### config.mk
export PLATFORM = sky130hd
export DESIGN_NAME = mem_access_ctrl_flat
export DESIGN_NICKNAME = d
export VERILOG_FILES = /design/src/rtl/mem_access_ctrl_pkg.sv /design/src/rtl/mem_access_ctrl_if.sv /design/src/rtl/mem_access_ctrl_mdr_reg.sv /design/src/rtl/mem_access_ctrl.sv /design/src/flat_wrapper.sv
export SDC_FILE = /design/constraint.sdc
export NUM_CORES = 1
export LEC_CHECK = 0
export CAP_MARGIN = 20
export CORE_MARGIN = 5
export CORE_UTILIZATION = 35
export CTS_BUF_LIST = sky130_fd_sc_hd__clkbuf_2
export CTS_CLUSTER_SIZE = 8
export DETAILED_ROUTE_END_ITERATION = 10
export GPL_TIMING_DRIVEN = 0
export PLACE_DENSITY_LB_ADDON = 0.2
export SYNTH_ARGS = -nofsm -noshare
export SYNTH_HDL_FRONTEND = slang
export SYNTH_HIERARCHICAL = 1
export SYNTH_SLANG_ARGS = --single-unit
### constraint.sdc
create_clock -name clk -period 3.6 [get_ports clk]
set_input_delay 0.72 -clock clk [delete_from_list [all_inputs] [get_ports clk]]
set_output_delay 0.72 -clock clk [all_outputs]
set_load 0.02 [all_outputs]
### src/rtl/mem_access_ctrl_pkg.sv
// rtl/mem_access_ctrl_pkg.sv - shared types and defaults for the RAM access controller
package mem_access_ctrl_pkg;

  localparam int BITS_DEF    = 32;
  localparam int RAMSIZE_DEF = 512;
  localparam int STATE_W     = 3;

  typedef enum logic [STATE_W-1:0] {
    ST_IDLE   = 3'd0,
    ST_RD_REQ = 3'd1,
    ST_RD_CAP = 3'd2,
    ST_WR     = 3'd3,
    ST_DONE   = 3'd4
  } state_t;

  typedef enum logic {
    MDR_SRC_WDATA = 1'b0,
    MDR_SRC_RAM   = 1'b1
  } mdr_src_t;

endpackage

### src/rtl/mem_access_ctrl_if.sv
// rtl/mem_access_ctrl_if.sv - request/response handshake between control unit and controller
interface mem_access_ctrl_if import mem_access_ctrl_pkg::*; #(
  parameter int BITS = BITS_DEF
) ();

  logic            req_valid;
  logic            req_write;
  logic [BITS-1:0] req_addr;
  logic [BITS-1:0] req_wdata;
  logic            req_ready;
  logic            rsp_valid;
  logic            rsp_err;
  logic [BITS-1:0] rsp_rdata;

  modport master (
    output req_valid, req_write, req_addr, req_wdata,
    input  req_ready, rsp_valid, rsp_err, rsp_rdata
  );

  modport slave (
    input  req_valid, req_write, req_addr, req_wdata,
    output req_ready, rsp_valid, rsp_err, rsp_rdata
  );

endinterface

### src/rtl/mem_access_ctrl_mdr_reg.sv
// rtl/mem_access_ctrl_mdr_reg.sv - memory data register with store-data / RAM-data source select
module mem_access_ctrl_mdr_reg import mem_access_ctrl_pkg::*; #(
  parameter int BITS = BITS_DEF
) (
  input  logic            clk,
  input  logic            clr,
  input  logic            load,
  input  mdr_src_t        src,
  input  logic [BITS-1:0] wdata,
  input  logic [BITS-1:0] ram_data,
  output logic [BITS-1:0] q
);

  always_ff @(posedge clk) begin
    if (clr) begin
      q <= '0;
    end else if (load) begin
      q <= (src == MDR_SRC_RAM) ? ram_data : wdata;
    end
  end

endmodule

### src/rtl/mem_access_ctrl.sv
// rtl/mem_access_ctrl.sv - single-request RAM initiator owning MAR/MDR and sequencing read/write strobes
module mem_access_ctrl import mem_access_ctrl_pkg::*; #(
  parameter int BITS    = BITS_DEF,
  parameter int RAMSIZE = RAMSIZE_DEF,
  parameter int ADDR    = $clog2(RAMSIZE)
) (
  input  logic               clk,
  input  logic               clr,
  mem_access_ctrl_if.slave   bus,
  output logic [ADDR-1:0]    mar,
  output logic [ADDR-1:0]    ram_address,
  output logic [BITS-1:0]    ram_dataIn,
  output logic               ram_read,
  output logic               ram_write,
  input  logic [BITS-1:0]    ram_dataOut
);

  state_t          state;
  logic [BITS-1:0] mdr;
  logic            mdr_load;
  mdr_src_t        mdr_src;
  logic            addr_bad;
  logic            req_ready_q;
  logic            rsp_valid_q;
  logic            rsp_err_q;

  assign addr_bad = |bus.req_addr[BITS-1:ADDR];

  // MDR takes store data at acceptance even if the address is later rejected
  always_comb begin
    mdr_load = 1'b0;
    mdr_src  = MDR_SRC_WDATA;
    if (state == ST_IDLE && bus.req_valid && bus.req_write) begin
      mdr_load = 1'b1;
    end else if (state == ST_RD_CAP) begin
      mdr_load = 1'b1;
      mdr_src  = MDR_SRC_RAM;
    end
  end

  mem_access_ctrl_mdr_reg #(.BITS(BITS)) u_mdr (
    .clk      (clk),
    .clr      (clr),
    .load     (mdr_load),
    .src      (mdr_src),
    .wdata    (bus.req_wdata),
    .ram_data (ram_dataOut),
    .q        (mdr)
  );

  always_ff @(posedge clk) begin
    if (clr) begin
      state       <= ST_IDLE;
      mar         <= '0;
      req_ready_q <= 1'b1;
      rsp_valid_q <= 1'b0;
      rsp_err_q   <= 1'b0;
      ram_read    <= 1'b0;
      ram_write   <= 1'b0;
    end else begin
      case (state)
        ST_IDLE: begin
          if (bus.req_valid) begin
            mar         <= bus.req_addr[ADDR-1:0];
            req_ready_q <= 1'b0;
            if (addr_bad) begin
              rsp_err_q   <= 1'b1;
              rsp_valid_q <= 1'b1;
              state       <= ST_DONE;
            end else if (bus.req_write) begin
              ram_write <= 1'b1;
              state     <= ST_WR;
            end else begin
              ram_read <= 1'b1;
              state    <= ST_RD_REQ;
            end
          end
        end
        ST_RD_REQ: begin
          ram_read <= 1'b0;
          state    <= ST_RD_CAP;
        end
        // RAM output is valid here, one cycle after the read strobe
        ST_RD_CAP: begin
          rsp_valid_q <= 1'b1;
          state       <= ST_DONE;
        end
        ST_WR: begin
          ram_write   <= 1'b0;
          rsp_valid_q <= 1'b1;
          state       <= ST_DONE;
        end
        ST_DONE: begin
          rsp_valid_q <= 1'b0;
          rsp_err_q   <= 1'b0;
          req_ready_q <= 1'b1;
          state       <= ST_IDLE;
        end
        default: begin
          state       <= ST_IDLE;
          req_ready_q <= 1'b1;
          rsp_valid_q <= 1'b0;
          rsp_err_q   <= 1'b0;
          ram_read    <= 1'b0;
          ram_write   <= 1'b0;
        end
      endcase
    end
  end

  assign ram_address   = mar;
  assign ram_dataIn    = mdr;
  assign bus.req_ready = req_ready_q;
  assign bus.rsp_valid = rsp_valid_q;
  assign bus.rsp_err   = rsp_err_q;
  assign bus.rsp_rdata = mdr;

  a_strobe_excl: assert property (@(posedge clk) !(ram_read && ram_write));
  a_read_pulse:  assert property (@(posedge clk) ram_read |=> !ram_read);
  a_write_pulse: assert property (@(posedge clk) ram_write |=> !ram_write);
  a_rsp_pulse:   assert property (@(posedge clk) bus.rsp_valid |=> !bus.rsp_valid);

endmodule

### src/flat_wrapper.sv
// flat-port wrapper written by rule: the top's interface ports become plain ports
module mem_access_ctrl_flat import mem_access_ctrl_pkg::*;
#(
  parameter int BITS    = BITS_DEF,
  parameter int RAMSIZE = RAMSIZE_DEF,
  parameter int ADDR    = $clog2(RAMSIZE)
)
  (clk, clr, mar, ram_address, ram_dataIn, ram_read, ram_write, ram_dataOut, bus_req_valid, bus_req_write, bus_req_addr, bus_req_wdata, bus_req_ready, bus_rsp_valid, bus_rsp_err, bus_rsp_rdata);
  mem_access_ctrl_if #(.BITS(BITS)) bus_i ();
  input  logic clk;
  input  logic clr;
  output logic [ADDR-1:0] mar;
  output logic [ADDR-1:0] ram_address;
  output logic [BITS-1:0] ram_dataIn;
  output logic ram_read;
  output logic ram_write;
  input  logic [BITS-1:0] ram_dataOut;
  input wire logic [$bits(bus_i.req_valid)-1:0] bus_req_valid;
  input wire logic [$bits(bus_i.req_write)-1:0] bus_req_write;
  input wire logic [$bits(bus_i.req_addr)-1:0] bus_req_addr;
  input wire logic [$bits(bus_i.req_wdata)-1:0] bus_req_wdata;
  output wire logic [$bits(bus_i.req_ready)-1:0] bus_req_ready;
  output wire logic [$bits(bus_i.rsp_valid)-1:0] bus_rsp_valid;
  output wire logic [$bits(bus_i.rsp_err)-1:0] bus_rsp_err;
  output wire logic [$bits(bus_i.rsp_rdata)-1:0] bus_rsp_rdata;
  assign bus_i.req_valid = bus_req_valid;
  assign bus_i.req_write = bus_req_write;
  assign bus_i.req_addr = bus_req_addr;
  assign bus_i.req_wdata = bus_req_wdata;
  assign bus_req_ready = bus_i.req_ready;
  assign bus_rsp_valid = bus_i.rsp_valid;
  assign bus_rsp_err = bus_i.rsp_err;
  assign bus_rsp_rdata = bus_i.rsp_rdata;
  mem_access_ctrl #(.BITS(BITS), .RAMSIZE(RAMSIZE), .ADDR(ADDR)) u_core (.clk(clk), .clr(clr), .bus(bus_i), .mar(mar), .ram_address(ram_address), .ram_dataIn(ram_dataIn), .ram_read(ram_read), .ram_write(ram_write), .ram_dataOut(ram_dataOut));
endmodule
==> metrics.txt, run 1 <==
status complete, no violations; Longest Clk Path Bufs 2; setup_tns 0 ns; Final Util 0.6553; Inst Count DP 553; leak pwr 1.648 nW; slowest stage delay, CP 0.55 ns; Initial Utilization 0.3603; total grt overflow 0; Post-Synth Adder-Cell Area 0; io pins 187; Slowest-stage cell, CP clkdlybuf4s50_1; critical path cell sequence clkdlybuf4s50_1 > nor4b_4 > nand2_2 > or2b_1 > buf_4 > clkbuf_1 > a211oi_1; RSZ-0062 raised after global routing false; die height 93.86 um; clock latency on the worst-skew pair 0.39 ns; Final HPWL DP 6654 um; mux share of post-synthesis cell area 0.1301; crit end category flop; HP Class flop to flop; pin count of the biggest net entering global routing 14; syn avg cell area 9.082 um^2; final hold vios 0; maximum fanout along the worst path 10; Vias 2,588; TritonRoute pass-1 iters 4; CTS resizes 0; top cells by count, synth dfxtp_1 (49), buf_4 (42), nor2_1 (36); vias in the first global route 2,641; post-synthesis xor/xnor area fraction 0; Via-to-Cell Ratio 4.621; Filler cells 626; Max Cap Violations 0; sequential-to-total area share from yosys stat 0.3986; Post-route DRC 0; crit path DAT 2.81 ns; period utilisation layout 0.7020; Die X 93.86 um; non-filler cells, final 560; CORE AREA 6832 um^2; Yosys reg bits 49; Layout area overhead 81.90%; final wirelength 8061 um; ANT cells 0; Synth area leader dfxtp_1; initial antenna violation count 0; Root Driver clkbuf_2; cts bufs inserted 5; nets@finish 564; Max Clk Rate 395.7 MHz; Period minus WS final 2.527 ns; Routed Antenna Nets 0; final setup violation count 0; layout cell share with drive strength beyond 1 0.1315; DR iter-0 viols 44; WS Path Type primary input to flop; top-count cell post-synth dfxtp_1; clk_skew 0.007064 ns; I/O Buffers 186; Worst EP required 3.88 ns; Total GRT Usage 0.1736; startpoint types primary input; H-tree Lvls 2; Slew headroom 0.5906; first-pass GRT wire length 12,330 um; WL/cell 14.39 um; TritonCTS clock tree built; die area 8809 um^2; Synth area leaders dfxtp_1 (40%), mux2i_1 (13%), buf_4 (13%), a211oi_1 (9.8%), nor2_1 (5.5%); Post-CTS Setup Inserts 0; DP Worst Slack 0.6030 ns; Post-synth EDFFs 0; max-slew violation count 0; largest family of logic cells by synthesized area buffers and inverters; YS warnings 6; Max VDD drop 0.1303 mV; hold-fix buffers at CTS 0; PnR worst setup slack 1.073 ns; clk sink count 49; prevailing post-synth register cell dfxtp_1; syn nets 371; compound-cell area share of the yosys netlist 0.1383; Netlist cell types 28; asr flop ratio synth 0; Pwr per Cell Area 278.7 nW/um^2; routability cong. 0.7769; synthesized cell area 2461 um^2; clk slew on worst S/H paths 0.21 ns; row cnt 30; Mapped Cells 271; post-synthesis simple-gate area fraction 0.1556; Slew @ Worst Pin 0.6116 ns; top cell type's share of synthesized area 0.3986
==> cell families (layout without fill, tap and decap cells) <==
kind of cell | Yosys count | after routing
buffers and inverters | 58 | 251
muxes | 32 | 32
and+or+nand+nor | 83 | 83
DFF | 49 | 49
AOI/OAI and AO/OA | 49 | 49
==> placed cells by master, fill, tap and decap left out, drive strengths merged <==
cell type      instances
nand3b                 1
nor4                   5
nor2                  36
o221a                  2
clkdlybuf4s50        186
clkinv                 1
nor3b                  1
o21a                   1
a21oi                 10
inv                    1
buf                   50
nand4                  1
or2b                   1
dfxtp                 49
clkbuf                13
nor4b                  1
nor3                   6
mux2i                 32
a211oi                32
and2b                  2
o21ai                  4
nand3                  1
nand2                 28
==> metrics by stage <==
| stage | instance area (um^2) | total power [W] | hold WS (ns) |
|---|---|---|---|
| final | 4477 | 0.001247 | 0.4713 |
| after global routing | 4477 | 0.001317 | 0.5028 |
| after CTS | 4477 | 0.001266 | 0.4794 |
| after detailed placement | 4443 | 0.001058 | 0.4516 |
| after global placement | 4443 | 0.001048 | 0.4350 |
| after floorplan | 2461 | 0.0008024 | 0.5187 |
==> final cells by class <==
type | instances | area, um^2 | area share
plain buffers | 57 | 432.9 | 0.09670
clock buffers | 6 | 30.03 | 0.006708
clock inverters | 1 | 3.754 | 0.0008385
inverters | 1 | 3.754 | 0.0008385
multi-input cells | 164 | 1044 | 0.2331
flip-flops and latches | 49 | 980.9 | 0.2191
well taps | 96 | 120.1 | 0.02683
repair buffers | 186 | 1862 | 0.4159
==> power breakdown <==
| group | leakage, nW | internal [W] | total (W) | switching (W) |
|---|---|---|---|---|
| logic | 1.22 | 0.000261 | 0.000439 | 0.000179 |
| clock network | 0.0265 | 0.0000454 | 0.000204 | 0.000159 |
| registers | 0.403 | 0.000577 | 0.000604 | 0.0000263 |
==> per-layer routing <==
layer,share of wire,track usage
met1,0.38,0.1851
met2,0.53,0.3247
met3,0.075,0.05449
met4,0.011,0.04934
met5,0,0
==> registers in the layout (all words and copies together) (netlist names) <==
name and flops:
u_core/mar 9, u_core/bus.req_ready 1, u_core/bus.rsp_valid 1, u_core/ram_read 1, u_core/bus.rsp_err 1, u_core/u_mdr/q 32, u_core/ram_write 1, u_core/state 3
==> final timing paths <==
kind | startpoint | to | slack (ns) | cells past startpoint
worst max register to register | u_core/state[2] | u_core/u_mdr/q[17] | 1.44 | 6
worst max-delay path | bus_req_valid | u_core/u_mdr/q[17] | 1.07 | 7
worst min register to register | u_core/bus.req_ready | u_core/bus.req_ready | 0.47 | 2
worst min-delay path | u_core/bus.req_ready | u_core/bus.req_ready | 0.47 | 2
==> critical path, delay by kind of cell <==
kind                   cells  cell delay, ns
and+or+nand+nor            3            0.85
AOI/OAI and AO/OA          1            0.14
buffers and inverters      3            1.08
Power figures use the tool's default switching activity.
==> inputs of run 2 (changes only) <==
- CORE_UTILIZATION: 35 -> 31
- clock period: 3.6 -> 2.2 ns (I/O delays scaled with it)
==> metrics.txt, run 2 (synthesis gave the netlist of run 1 again) <==
clk slew on worst S/H paths 0.23 ns (was 0.21 ns); Largest register FFs 32 (unchanged); leak pwr 1.659 nW (was 1.648 nW); period utilisation layout 0.8991; die area 9821 um^2 (was 8809 um^2); final hold vios 0 (unchanged); maximum fanout along the worst path 3 (was 10); io pins 187 (unchanged); most common cell after layout, fill and taps aside clkdlybuf4s50_1 (unchanged); register area 980.9 um^2 (unchanged); CORE AREA 7727 um^2 (was 6832 um^2); worst r2r dst u_core/u_mdr/q[29] (was u_core/u_mdr/q[17]); Max VDD drop 0.2066 mV (was 0.1303 mV); Via-to-Cell Ratio 4.532 (was 4.621); clk_skew 0.01182 ns (was 0.007064 ns); first-pass GRT wire length 12,740 um (was 12,330 um); cts bufs inserted 5 (unchanged); clock latency on the worst-skew pair 0.41 ns (was 0.39 ns); row cnt 32 (was 30); Pwr per Cell Area 460.1 nW/um^2 (was 278.7 nW/um^2); Root Driver clkbuf_2 (unchanged); startpoint types flop (was primary input); worst reg2reg setup slack 0.35 ns (was 1.44 ns); TritonRoute pass-1 iters 4 (unchanged); Inst Count DP 559 (was 553); R2R depth 6 (unchanged); setup_tns 0 ns (unchanged); ANT cells 0 (unchanged); worst hold path depth 2 (unchanged); max-slew violation count 0 (unchanged); status complete, no violations (unchanged); I/O Buffers 186 (unchanged); Vias 2,574 (was 2,588); Slew @ Worst Pin 0.4953 ns (was 0.6116 ns); crit path DAT 1.54 ns (was 2.81 ns); final setup violation count 0 (unchanged); Period minus WS final 1.978 ns; initial antenna violation count 0 (unchanged); HP Class flop to flop (unchanged); R2R Path Start u_core/state[2] (unchanged); Post-route DRC 0 (unchanged); layout cell share with drive strength beyond 1 0.1373 (was 0.1315); routability cong. 0.8248 (was 0.7769); Worst EP required 1.76 ns (was 3.88 ns); vias in the first global route 2,559 (was 2,641); Total GRT Usage 0.1567 (was 0.1736); hold-fix buffers at CTS 0 (unchanged); Slew headroom 0.6698 (was 0.5906); critical path launch point u_core/u_mdr/q[13] (was bus_req_valid); RSZ-0062 raised after global routing false (unchanged); Hold Path End u_core/bus.req_ready (unchanged); H-tree Lvls 2 (unchanged); Die X 99.10 um (was 93.86 um); crit end category primary output (was flop); Max Cap Violations 0 (unchanged); pin count of the biggest net entering global routing 14 (unchanged); Multi-input gate area 1044 um^2 (unchanged); final wirelength 8043 um (was 8061 um); DR iter-0 viols 38 (was 44); Layout area overhead 82.77% (was 81.90%); Final HPWL DP 6577 um (was 6654 um); hold path startpoint u_core/bus.req_ready (unchanged); non-filler cells, final 568 (was 560); Routed Antenna Nets 0 (unchanged); top flop regs u_core/u_mdr/q (32), u_core/mar (9), u_core/state (3) (unchanged); Max Clk Rate 505.5 MHz; nets@finish 565 (was 564); WS Path Type flop to primary output (was primary input to flop); CTS resizes 0 (unchanged); die height 99.10 um (was 93.86 um); WL/cell 14.16 um (was 14.39 um); total grt overflow 0 (unchanged); Filler cells 668 (was 626); Initial Utilization 0.3185 (was 0.3603); commonest non-fill, non-tap cells in the layout clkdlybuf4s50_1 (186), dfxtp_1 (49), buf_4 (43) (was clkdlybuf4s50_1 (186), dfxtp_1 (49), buf_4 (42)); Biggest register u_core/u_mdr/q (unchanged); clk sink count 49 (unchanged); Longest Clk Path Bufs 2 (unchanged); TritonCTS clock tree built (unchanged)
## run 2: cell types whose count changed in the layout (fill, tap and decap cells not counted), sizes merged
cell and delta:
clkbuf +2, clkinv -1, buf +1
## run 2: how the worst max path moves through the flow
| stage | depth (start not counted) | slack [ns] | endpoint |
|---|---|---|---|
| 2_1_floorplan | 7 | 0.47 | u_core/u_mdr/q[0] |
| 3_3_place_gp | 7 | -0.50 | u_core/u_mdr/q[7] |
| 3_5_place_dp | 7 | -0.55 | u_core/u_mdr/q[15] |
| 4_1_cts | 2 | 0.16 | ram_dataIn[6] |
| 5_1_grt | 2 | 0.09 | ram_dataIn[31] |
| 6_report | 2 | 0.22 | ram_dataIn[13] |
## run 2: stage by stage
step                      setup WS (ns)    util  hold WS, ns  power (W)  instance area, um^2
final                            0.2219  0.5821       0.4731   0.002069                 4498
after global routing            0.08736  0.5821       0.4795   0.002183                 4498
after CTS                        0.1631  0.5821       0.4678   0.002109                 4498
after detailed placement        -0.5483  0.5759       0.4373   0.001730                 4451
after global placement          -0.5038  0.5759       0.4389   0.001717                 4451
after floorplan                  0.4684       -       0.5128   0.001313                 2461
## run 2: where the power goes
| group | internal [W] | total (W) | switching (W) |
|---|---|---|---|
| Clock | 0.0000937 | 0.000362 | 0.000268 |
| Combinational | 0.000428 | 0.000719 | 0.000291 |
| Sequential | 0.000945 | 0.000989 | 0.0000440 |
## run 2: cell type report
type	instances	share of cell area
repair buffers	187	0.4156
multi-input cells	164	0.2320
inverters	1	0.0008345
well taps	102	0.02837
plain buffers	57	0.09624
clock buffers	8	0.008901
flip-flops and latches	49	0.2181
## run 2: critical path, stage by stage (launching register included)
cell and delay [ns]:
dfxtp_1 0.43, buf_4 0.12, clkdlybuf4s50_1 0.59
## run 2: per-layer routing
| metal | GRT usage | vias up | share of wire | routed length (um) |
|---|---|---|---|---|
| li1 | - | 1292 | - | - |
| met1 | 0.1870 | 1176 | 0.41 | 3299 |
| met5 | 0 | - | 0 | 0 |
| met2 | 0.2815 | 98 | 0.51 | 4106 |
| met4 | 0.04097 | 0 | 0.012 | 93 |
| met3 | 0.03647 | 8 | 0.068 | 544 |
## run 2: timing repair
item                       in CTS  in global routing
hold endpoints to repair        0                  0
buffers inserted                1                  0
setup endpoints to repair      30                  0
==> inputs of run 3 (changes only) <==
- PLACE_DENSITY: default -> 0.78
- PLACE_DENSITY_LB_ADDON: 0.2 -> default
==> metrics.txt, run 3 (synthesis gave the netlist of run 1 again) <==
Slew headroom 0.6895 (was 0.6698); startpoint types flop (unchanged); clk_skew 0.01532 ns (was 0.01182 ns); maximum fanout along the worst path 3 (unchanged); Slew @ Worst Pin 0.4657 ns (was 0.4953 ns); TritonCTS clock tree built (unchanged); critical path launch point u_core/u_mdr/q[14] (was u_core/u_mdr/q[13]); hold path startpoint u_core/bus.req_ready (unchanged); Max Cap Violations 0 (unchanged); final setup violation count 0 (unchanged); worst reg2reg setup slack 0.37 ns (was 0.35 ns); Worst EP required 1.76 ns (about the same); Biggest register u_core/u_mdr/q (unchanged); total grt overflow 0 (unchanged); Final HPWL DP 6598 um (was 6577 um); HP Class flop to flop (unchanged); CP delay by family, top buffers and inverters (unchanged); row cnt 32 (unchanged); design area 4496 um^2 (was 4498 um^2); Area after DPL 4451 um^2 (unchanged); Root Driver clkbuf_2 (unchanged); commonest non-fill, non-tap cells in the layout clkdlybuf4s50_1 (186), dfxtp_1 (49), buf_4 (43) (unchanged); I/O Buffers 186 (unchanged); leak pwr 1.654 nW (was 1.659 nW); R2R Path Start u_core/state[1] (was u_core/state[2]); Layout area overhead 82.66% (was 82.77%); final hold vios 0 (unchanged); die area 9821 um^2 (unchanged); first-pass GRT wire length 12,370 um (was 12,740 um); critical path cell sequence buf_4 > clkdlybuf4s50_1 (unchanged); status complete, no violations (unchanged); Largest register FFs 32 (unchanged); clk slew on worst S/H paths 0.25 ns (was 0.23 ns); WS Path Type flop to primary output (unchanged); slowest stage delay, CP 0.59 ns (about the same); period utilisation layout 0.9008 (was 0.8991); initial antenna violation count 0 (unchanged); DP Worst Slack -0.5141 ns (was -0.5483 ns); routability cong. 0.7881 (was 0.8248); Hold WS 0.4531 ns (was 0.4731 ns); Period minus WS final 1.982 ns (was 1.978 ns); Initial Utilization 0.3185 (unchanged); final wirelength 7976 um (was 8043 um); H-tree Lvls 2 (unchanged); crit path DAT 1.54 ns (about the same); die height 99.10 um (unchanged); hold-fix buffers at CTS 0 (unchanged); top flop regs u_core/u_mdr/q (32), u_core/mar (9), u_core/state (3) (unchanged); worst r2r dst u_core/u_mdr/q[25] (was u_core/u_mdr/q[29]); setup_tns 0 ns (unchanged); layout cell share with drive strength beyond 1 0.1330 (was 0.1373); cts bufs inserted 5 (unchanged); Max Clk Rate 504.6 MHz (was 505.5 MHz); crit end category primary output (unchanged); most common cell after layout, fill and taps aside clkdlybuf4s50_1 (unchanged); WP buf/inv 2 (unchanged); Total GRT Usage 0.1541 (was 0.1567); PnR worst setup slack 0.2181 ns (was 0.2219 ns); Crit path depth 2 (unchanged); Die X 99.10 um (unchanged); Via-to-Cell Ratio 4.431 (was 4.532); Longest Clk Path Bufs 2 (unchanged); io pins 187 (unchanged); RSZ-0062 raised after global routing false (unchanged); clk sink count 49 (unchanged); Final Util 0.5818 (was 0.5821); Slowest-stage cell, CP clkdlybuf4s50_1 (unchanged); vias in the first global route 2,564 (was 2,559); worst setup path end ram_dataIn[14] (was ram_dataIn[13]); R2R depth 7 (was 6); max-slew violation count 0 (unchanged); Pwr per Cell Area 456.1 nW/um^2 (was 460.1 nW/um^2); WL/cell 14.04 um (was 14.16 um); pin count of the biggest net entering global routing 15 (was 14); Vias 2,517 (was 2,574); Post-route DRC 0 (unchanged); nets@finish 565 (unchanged); Routed Antenna Nets 0 (unchanged); clock latency on the worst-skew pair 0.40 ns (was 0.41 ns); ANT cells 0 (unchanged); CORE AREA 7727 um^2 (unchanged); Max VDD drop 0.2065 mV (was 0.2066 mV); TritonRoute pass-1 iters 5 (was 4); DR iter-0 viols 58 (was 38)
run 3: changes by cell type in the layout (fill, tap and decap cells not counted):
cell	previous run	this run
clkbuf_2	8	5
clkinv_1	0	2
clkinv_2	0	1
run 3: worst min-delay path by stage:
stage / depth (start not counted) / to
2_1_floorplan: 1 / u_core/u_mdr/q[30]
3_3_place_gp: 2 / u_core/bus.req_ready
3_5_place_dp: 2 / u_core/bus.req_ready
4_1_cts: 2 / u_core/bus.req_ready
5_1_grt: 2 / u_core/bus.req_ready
6_report: 2 / u_core/bus.req_ready
run 3: area by class of cell:
type / count / area, um^2
plain buffers: 57 / 432.9
clock buffers: 5 / 25.02
flip-flops and latches: 49 / 980.9
repair buffers: 187 / 1869
well taps: 102 / 127.6
inverters: 1 / 3.754
clock inverters: 3 / 12.51
multi-input cells: 164 / 1044
fillers: 681 / 3232
run 3: worst reg2reg max path: stages (launching register included):
cell	delay, ns
dfxtp_1	0.35
buf_2	0.16
nor4b_4	0.27
nand2_2	0.10
or2b_1	0.15
buf_4	0.15
clkbuf_1	0.38
a211oi_1	0.15
run 3: stage by stage:
step                      power [W]  cells
after floorplan            0.001313    271
after global placement     0.001717    559
after detailed placement   0.001730    559
after CTS                  0.002077    568
after global routing       0.002169    568
final                      0.002050    568
run 3: power breakdown:
group          internal [W]  switching (W)
Combinational      0.000428       0.000291
Sequential         0.000945      0.0000418
Clock             0.0000699       0.000274
Total               0.00144       0.000607
run 3: timing repair:
item                                    4_1_cts  5_1_grt
gates resized for setup                       0        0
buffers inserted                              1        0
endpoints found under the setup margin       19        0
endpoints found under the hold margin         0        0
run 3: routing by layer:
layer  track usage  share of wire
met5             0              0
met1        0.1696           0.39
met3       0.05330          0.090
met4       0.05987          0.031
met2        0.2717           0.49
